===== src/rtl/shizhong_pkg.sv =====
// Shared types and default timing constants for the clock front-end stages.
// Holds the key conditioner state enum and a small helper for counter sizing.
package shizhong_pkg;

  typedef enum logic [1:0] {
    IDLE       = 2'd0,
    PRESS_FILT = 2'd1,
    PRESSED    = 2'd2,
    REL_FILT   = 2'd3
  } key_state_t;

  // Defaults assume a 50 MHz clk.
  localparam int KEY_DEBOUNCE_DEF = 1_000_000;
  localparam int KEY_LONG_DEF     = 50_000_000;
  localparam int KEY_REPEAT_DEF   = 10_000_000;

  function automatic int max3(input int a, input int b, input int c);
    int m;
    m = (a > b) ? a : b;
    return (m > c) ? m : c;
  endfunction

endpackage


===== src/rtl/sync_2ff.sv =====
// Two-flop synchroniser for asynchronous inputs, with a selectable reset value
// so idle-high and idle-low signals both come out of reset in their idle state.
module sync_2ff #(
  parameter int   WIDTH   = 1,
  parameter logic RST_VAL = 1'b0
) (
  input  logic             clk,
  input  logic             rst_n,
  input  logic [WIDTH-1:0] d,
  output logic [WIDTH-1:0] q
);

  logic [WIDTH-1:0] meta;

  always_ff @(posedge clk or negedge rst_n) begin
    if (!rst_n) begin
      meta <= {WIDTH{RST_VAL}};
      q    <= {WIDTH{RST_VAL}};
    end else begin
      meta <= d;
      q    <= meta;
    end
  end

endmodule


===== src/rtl/key_debounce.sv =====
// Debounces one active-low push-button and emits a one-cycle press pulse.
// Optional long-press / auto-repeat pulses are built when KEY_LONG_EN is defined.
//
// state      | meaning
// IDLE       | key released and stable
// PRESS_FILT | key seen low, waiting for DEBOUNCE_CYCLES of stability
// PRESSED    | key accepted as held; long-press timer runs here
// REL_FILT   | key seen high, waiting for DEBOUNCE_CYCLES of stability
module key_debounce
  import shizhong_pkg::*;
#(
  parameter int DEBOUNCE_CYCLES = KEY_DEBOUNCE_DEF,
  parameter int LONG_CYCLES     = KEY_LONG_DEF,
  parameter int REPEAT_CYCLES   = KEY_REPEAT_DEF
) (
  input  logic clk,
  input  logic rst_n,
  input  logic key_n,
  output logic key_pulse,
  output logic key_level,
  output logic key_long
);

  localparam int CNT_W = $clog2(max3(DEBOUNCE_CYCLES, LONG_CYCLES, REPEAT_CYCLES) + 1);
  localparam logic [CNT_W-1:0] DEB_LAST = CNT_W'(DEBOUNCE_CYCLES - 1);
  localparam logic [CNT_W-1:0] CNT_SAT  = '1;

  logic             ks;
  key_state_t       state, state_next;
  logic [CNT_W-1:0] cnt, cnt_next, cnt_inc;

  sync_2ff #(
    .WIDTH   (1),
    .RST_VAL (1'b1)
  ) u_sync (
    .clk   (clk),
    .rst_n (rst_n),
    .d     (key_n),
    .q     (ks)
  );

  // Saturate rather than wrap so a stuck state can never fake a terminal count.
  assign cnt_inc = (cnt == CNT_SAT) ? cnt : cnt + CNT_W'(1);

`ifdef KEY_LONG_EN
  localparam logic [CNT_W-1:0] LONG_LAST = CNT_W'(LONG_CYCLES - 1);
  localparam logic [CNT_W-1:0] REP_LAST  = CNT_W'(REPEAT_CYCLES - 1);
  logic long_rep, long_rep_next, long_fire, key_long_q;
`endif

  always_ff @(posedge clk or negedge rst_n) begin
    if (!rst_n) begin
      state <= IDLE;
      cnt   <= '0;
    end else begin
      state <= state_next;
      cnt   <= cnt_next;
    end
  end

  always_comb begin
    state_next = state;
    cnt_next   = cnt;
`ifdef KEY_LONG_EN
    long_fire  = 1'b0;
`endif
    case (state)
      IDLE: begin
        if (!ks) begin
          state_next = PRESS_FILT;
          cnt_next   = '0;
        end
      end
      PRESS_FILT: begin
        if (ks) begin
          state_next = IDLE;
          cnt_next   = '0;
        end else if (cnt == DEB_LAST) begin
          state_next = PRESSED;
          cnt_next   = '0;
        end else begin
          cnt_next = cnt_inc;
        end
      end
      PRESSED: begin
        if (ks) begin
          state_next = REL_FILT;
          cnt_next   = '0;
        end else begin
`ifdef KEY_LONG_EN
          // First pulse waits LONG_CYCLES, later ones every REPEAT_CYCLES.
          if ((!long_rep && cnt == LONG_LAST) || (long_rep && cnt == REP_LAST)) begin
            long_fire = 1'b1;
            cnt_next  = '0;
          end else begin
            cnt_next = cnt_inc;
          end
`endif
        end
      end
      REL_FILT: begin
        if (!ks) begin
          state_next = PRESSED;
          cnt_next   = '0;
        end else if (cnt == DEB_LAST) begin
          state_next = IDLE;
          cnt_next   = '0;
        end else begin
          cnt_next = cnt_inc;
        end
      end
      default: begin
        state_next = IDLE;
        cnt_next   = '0;
      end
    endcase
  end

  always_ff @(posedge clk or negedge rst_n) begin
    if (!rst_n) begin
      key_pulse <= 1'b0;
      key_level <= 1'b0;
    end else begin
      key_pulse <= (state == PRESS_FILT) && (state_next == PRESSED);
      key_level <= (state_next == PRESSED) || (state_next == REL_FILT);
    end
  end

`ifdef KEY_LONG_EN
  // Any path into PRESSED from elsewhere restarts the full long-press wait.
  always_comb begin
    long_rep_next = 1'b0;
    if (state == PRESSED && state_next == PRESSED) begin
      long_rep_next = long_rep | long_fire;
    end
  end

  always_ff @(posedge clk or negedge rst_n) begin
    if (!rst_n) begin
      long_rep   <= 1'b0;
      key_long_q <= 1'b0;
    end else begin
      long_rep   <= long_rep_next;
      key_long_q <= long_fire;
    end
  end

  assign key_long = key_long_q;
`else
  assign key_long = 1'b0;
`endif

endmodule


===== config.mk =====
export PLATFORM = sky130hd
export DESIGN_NAME = key_debounce
export DESIGN_NICKNAME = d
export VERILOG_FILES = /design/src/rtl/shizhong_pkg.sv /design/src/rtl/sync_2ff.sv /design/src/rtl/key_debounce.sv
export SDC_FILE = /design/constraint.sdc
export NUM_CORES = 1
export LEC_CHECK = 0
export BUFFER_PORTS_ARGS = -buffer_cell sky130_fd_sc_hd__buf_2
export CELL_PAD_IN_SITES_DETAIL_PLACEMENT = 1
export CELL_PAD_IN_SITES_GLOBAL_PLACEMENT = 1
export CORE_UTILIZATION = 31
export CTS_BUF_LIST = sky130_fd_sc_hd__clkbuf_4
export CTS_CLUSTER_SIZE = 12
export DETAILED_ROUTE_END_ITERATION = 10
export GPL_ROUTABILITY_DRIVEN = 1
export PLACE_DENSITY = 0.64
export SLEW_MARGIN = 20
export SYNTH_ARGS = -nofsm -noshare
export SYNTH_HDL_FRONTEND = slang
export SYNTH_SLANG_ARGS = --single-unit
export TNS_END_PERCENT = 10

===== constraint.sdc =====
create_clock -name clk -period 3.9 [get_ports clk]
set_input_delay 0.195 -clock clk [delete_from_list [all_inputs] [get_ports clk]]
set_output_delay 0.195 -clock clk [all_outputs]
set_load 0.005 [all_outputs]

### Yosys cells after proc, flatten, opt, wreduce, memory -nomap -nowiden

Cells that the tools add are included.
Widths: inputs -> output; s select.

| word-level totals | value |
|---|---|
| output and inout port bits | 3 |
| input bits | 3 |
| bits in registers | 32 |

| operators by class | value |
|---|---|
| reductions and logical operators | 4 |
| equal/unequal tests | 9 |
| multiplexer cells | 14 |
| add/sub/neg operators | 1 |

Operator list:

| operator | count |
|---|---|
| $mux 26 | 6 |
| $pmux 26 s4 | 1 |
| $add 26x1->26 const B | 1 |
| $eq 26x20->1 const B | 1 |
| $eq 26x26->1 const B | 1 |
| $mux 2 | 6 |
| $eq 2x2->1 const B | 4 |
| $pmux 2 s4 | 1 |
| $eq 2x1->1 const B | 1 |
| $logic_not 2->1 | 1 |
| $ne 2x1->1 const B | 1 |
| $ne 2x2->1 const B | 1 |
| $reduce_and 2->1 | 1 |
| $logic_and 1x1->1 | 1 |
| $logic_or 1x1->1 | 1 |

### Depth between registers and ports, before layout

| depth | value |
|---|---|
| depth in word-level cells | 6 |
| depth in mapped cells | 8 |
| gate-level depth less buffers | 6 |

### Cells and area by module

Synthesis repeated with hierarchy kept, for this count alone.

| unflattened totals | value |
|---|---|
| cell total of the unflattened synthesis | 214 |
| area, all modules | 1849.3 um^2 |

Modules (own cells, without submodules):

| module | area an instance (um^2) | cells each | instances | sequential area each (um^2) |
|---|---|---|---|---|
| key_debounce | 1796.7 | 212 | 1 | 725.7 |
| sync_2ff | 52.6 | 2 | 1 | 52.6 |

### Least setup slack after synthesis

No wires, ideal clock.

| timing path | value |
|---|---|
| kind | reg-to-reg |
| from | register cnt[0] |
| to | register cnt[23] |
| period minus slack after synthesis | 2474 ps |
| path slack | 1426 ps |
| cell stages (with the launch flop) | 8 |
| arrival | 2347 ps |
| data required time | 3774 ps |
| path through | dfrtp_1 -> ha_1 -> nand4_1 -> or4_1 -> buf_2 -> or4_4 -> and4_4 -> a311o_1 |

| between the ends | value |
|---|---|
| word-level cells in the longest chain between the ends | 5 |
| elaborated cells between the ends (all ways) | 8 |

Ends and longest elaborated chain:

| item | RTL line | text |
|---|---|---|
| start: declaration | key_debounce.sv:30 | `logic [CNT_W-1:0] cnt, cnt_next, cnt_inc;` |
| start signal: assignment | key_debounce.sv:57 | `cnt <= cnt_next;` |
| $add 26x1->26 or $eq 26x26->1 (tied branches) | key_debounce.sv:43 | `assign cnt_inc = (cnt == CNT_SAT) ? cnt : cnt + CNT_W'(1);` |
| $mux 26 | key_debounce.sv:43 |  |
| $mux 26 (*) | key_debounce.sv:78, key_debounce.sv:105 |  |
| $mux 26 (on tied branches) | key_debounce.sv:102, key_debounce.sv:75 |  |
| $pmux 26 s4 (*) | key_debounce.sv:67 | `case (state)` |

Every way passes the cells marked *; elsewhere a longest branch is shown, timed or not.
A chain may end at the register's enable or synchronous reset.

### Worst setup path after layout

Same ends and word-level chain as after synthesis.

==> out/results.ini <==
[floorplan]
die-area_um2=6200
num_io_pins=6
num_rows=27
placeableCoreArea_um2=5610
initial_core_util_pct=32.6
die_y_um=78.8
die_width_um=78.8

[sta]
fmaxAchievable_mhz=365
finalSetupViolations=0
fin_crit_ps=2740
setup-tns-final_ps=0
worst_pin_slew_ps=1070
holdWs_ps=364
min_period_over_period_pct=70.3
unrepaired_setup_endpoints_after_global_routing=false
timing.clock.skew_ps=16.6
finalMaxSlewViolations=0
hold_violations=0
maxSlewHeadroom_pct=28.7

[logic_synthesis]
synth_async_sr_flop_share_pct=100
synth_cell_types=46
synthesis.area_per_instance_um2=8.82
postSynth.topFlopCell=dfrtp_1
post_synthesis_cell_area_um2=1830
postSynthNetCount=211
postSynthCellCount=207
synth_edf_count=0
synth.yosys.warnings=0
ys_ff_latch=31
synth.yosys.seq_area_share_pct=42.6

[clock_network]
cts-buffers-inserted=5
clkTransAtPathRegs_ps=110
cts.path.max_buffers=2
cts_tree=yes
cts.root.buffer_cell=clkbuf_4
insertion_delay_ps=340
ctsHtreeMaxLevel=2
postCtsSetupBuffers=0
numClockSinks=31

[drt]
m1WireLength_mm=2.53
highest-signal-layer=met4
detailedRoute.firstIterationViolations=105
detailed_route_vias_per_instance=5.87
finalWirelength_mm=5.06
detailroute.via_count=1672
drtPass1Iterations=4
post_detailed_route_drc_marker_count=0
antenna_violating_nets_post_route=0
routed_wire_length_per_instance_um=17.7
wl_met3_um=101
routed-wl-met2_mm=2.36

[power]
power.density_nw_per_um2=286
post-layout-total-power_w=0.000568
irDropWorstVdd_mv=0.187
seq_power_share_pct=57.9
netSwitchingFraction_pct=26.0
int_power_w=0.000421
cellLeakagePower_nw=0.754
total_switching_power_w=0.000147
power.share.clock_pct=35.5
comb_power_share_pct=6.6

[finish]
count_of_filler_cells_inserted_in_the_layout=704
final_cell_mix=29 x dfrtp_1, 22 x nand2_1, 13 x nand3_1
antenna-diode-count=0
layout.cells.non_filler=285
finalNetCount=216
layout-drive-gt1-share_pct=12.2
mostFrequentLayoutCell=dfrtp_1
synthesis_to_layout_area_growth_pct=8.90

[grt]
first_global_vias=1742
grt_first_pass_wirelength_mm=8.89
grt_start_max_net_pins=32
overall_global_routing_resource_usage_pct=18.8
grt_antenna_before_repair=0
grt_overflow=0

[flow_run]
maxCapViolCount=0

[placement]
routabilityCongestion=0.812
dp_hpwl_mm=3.56
number_of_placed_cells_counting_well_taps=275
io_buffers=4

[run_status]
status=complete, no violations

[setup_path]
slowest_delay_ps=680
critPathKind=reg -> reg
crit_chain=ha_1, nand4_1, or4_1, or4_4, and4_4, a311o_1
worst_path_max_delay_cell=or4_1
cp-end-kind=flop
critical_path.n_buffers_inverters=0
worstPathMaxFanout=11
critical-path-top-delay-family=simple AND/OR/NAND/NOR gates
arrival_ps=2980
critPathLaunchType=flop
cp.required_ps=4140

[hold_path]
timing.hold.worst.class=reg -> reg

path summary, 6_finish.rpt:
| path | slack, ps | end | start | depth (start not counted) |
|---|---|---|---|---|
| worst min register to register | 360 | u_sync.q | u_sync.meta | 0 |
| max in group asynchronous | 2990 | cnt[24] | rst_n | 2 |
| worst max-delay path | 1160 | cnt[23] | cnt[0] | 6 |
| min in group asynchronous | 420 | cnt[6] | rst_n | 2 |
| worst max register to register | 1160 | cnt[23] | cnt[0] | 6 |
| worst min-delay path | 360 | u_sync.q | u_sync.meta | 0 |
synthesized netlist by cell type, drive strengths merged, types with 2 or more instances:
cell type / number / area, µm²
dfrtp: 29 / 726
nand2: 22 / 82.6
nand3: 14 / 75.1
nor2: 12 / 45.0
o21ai: 11 / 55.1
a31oi: 9 / 56.3
a21oi: 8 / 40.0
nand4: 8 / 50.1
nor4: 8 / 50.1
or4: 8 / 63.8
clkbuf: 7 / 26.3
inv: 7 / 26.3
and3: 5 / 31.3
buf: 5 / 33.8
nor3: 5 / 25.0
o31a: 5 / 43.8
o211ai: 4 / 30.0
a41oi: 3 / 26.3
and4: 3 / 28.8
or2: 3 / 18.8
a21o: 2 / 15.0
a32o: 2 / 20.0
a32oi: 2 / 17.5
and2: 2 / 12.5
dfstp: 2 / 52.6
nor4b: 2 / 17.5
o22a: 2 / 17.5
o22ai: 2 / 12.5
o311ai: 2 / 17.5
o31ai: 2 / 15.0
layout make-up:
type                            instances  area, µm²  share of cell area [%]
Sequential cell                        31        778                    39.1
Clock inverter                          1       5.00                   0.252
Inverter                                7       26.3                    1.32
Timing Repair Buffer                   10       70.1                    3.52
Tap cell                               72       90.1                    4.53
Multi-Input combinational cell        157        967                    48.6
Clock buffer                            7       52.6                    2.64
routing by layer:
| layer | GRT usage [%] | vias up |
|---|---|---|
| li1 | - | 814 |
| met1 | 24.7 | 838 |
| met2 | 31.0 | 14 |
| met3 | 3.45 | 6 |
| met4 | 6.67 | 0 |
| met5 | 0 | - |
flip-flops by register name, indices dropped and copies added, names as in the netlist:
register	count
cnt	26
key_level	1
key_pulse	1
state	1
u_sync.meta	1
u_sync.q	1
what timing repair did:
item	4_1_cts	5_1_grt
gates resized for setup	0	0
hold buffers	2	0
endpoints found under the hold margin	30	0
power groups by stage:
stage / registers, W / logic, W / clock network, W
3_5_place_dp: 0.000335 / 0.0000369 / 0
3_3_place_gp: 0.000335 / 0.0000361 / 0
6_report: 0.000329 / 0.0000376 / 0.000202
5_1_grt: 0.000330 / 0.0000439 / 0.000221
2_1_floorplan: 0.000335 / 0.0000218 / 0
4_1_cts: 0.000329 / 0.0000385 / 0.000211
metrics by stage:
step                      cell area, µm²  setup slack, ps  utilization [%]
after CTS                           1990             1170             35.5
final                               1990             1160             35.5
after global routing                1990             1040             35.5
after global placement              1910             1210             34.1
after floorplan                     1830             1430                -
after detailed placement            1910             1180             34.1
logic make-up (layout without fill, tap and decap cells):
| group | after synthesis | count (layout) | synth area share (%) |
|---|---|---|---|
| other cells | 1 | 1 | 0.205 |
| mux | 1 | 1 | 0.548 |
| buf+inv | 19 | 25 | 4.73 |
| compound gates | 60 | 60 | 23.0 |
| simple gates | 93 | 93 | 27.7 |
| xor+xnor | 1 | 1 | 0.480 |
| fa+ha+maj | 1 | 1 | 0.685 |
| flops | 31 | 31 | 42.6 |
Power figures use the tool's default switching activity.
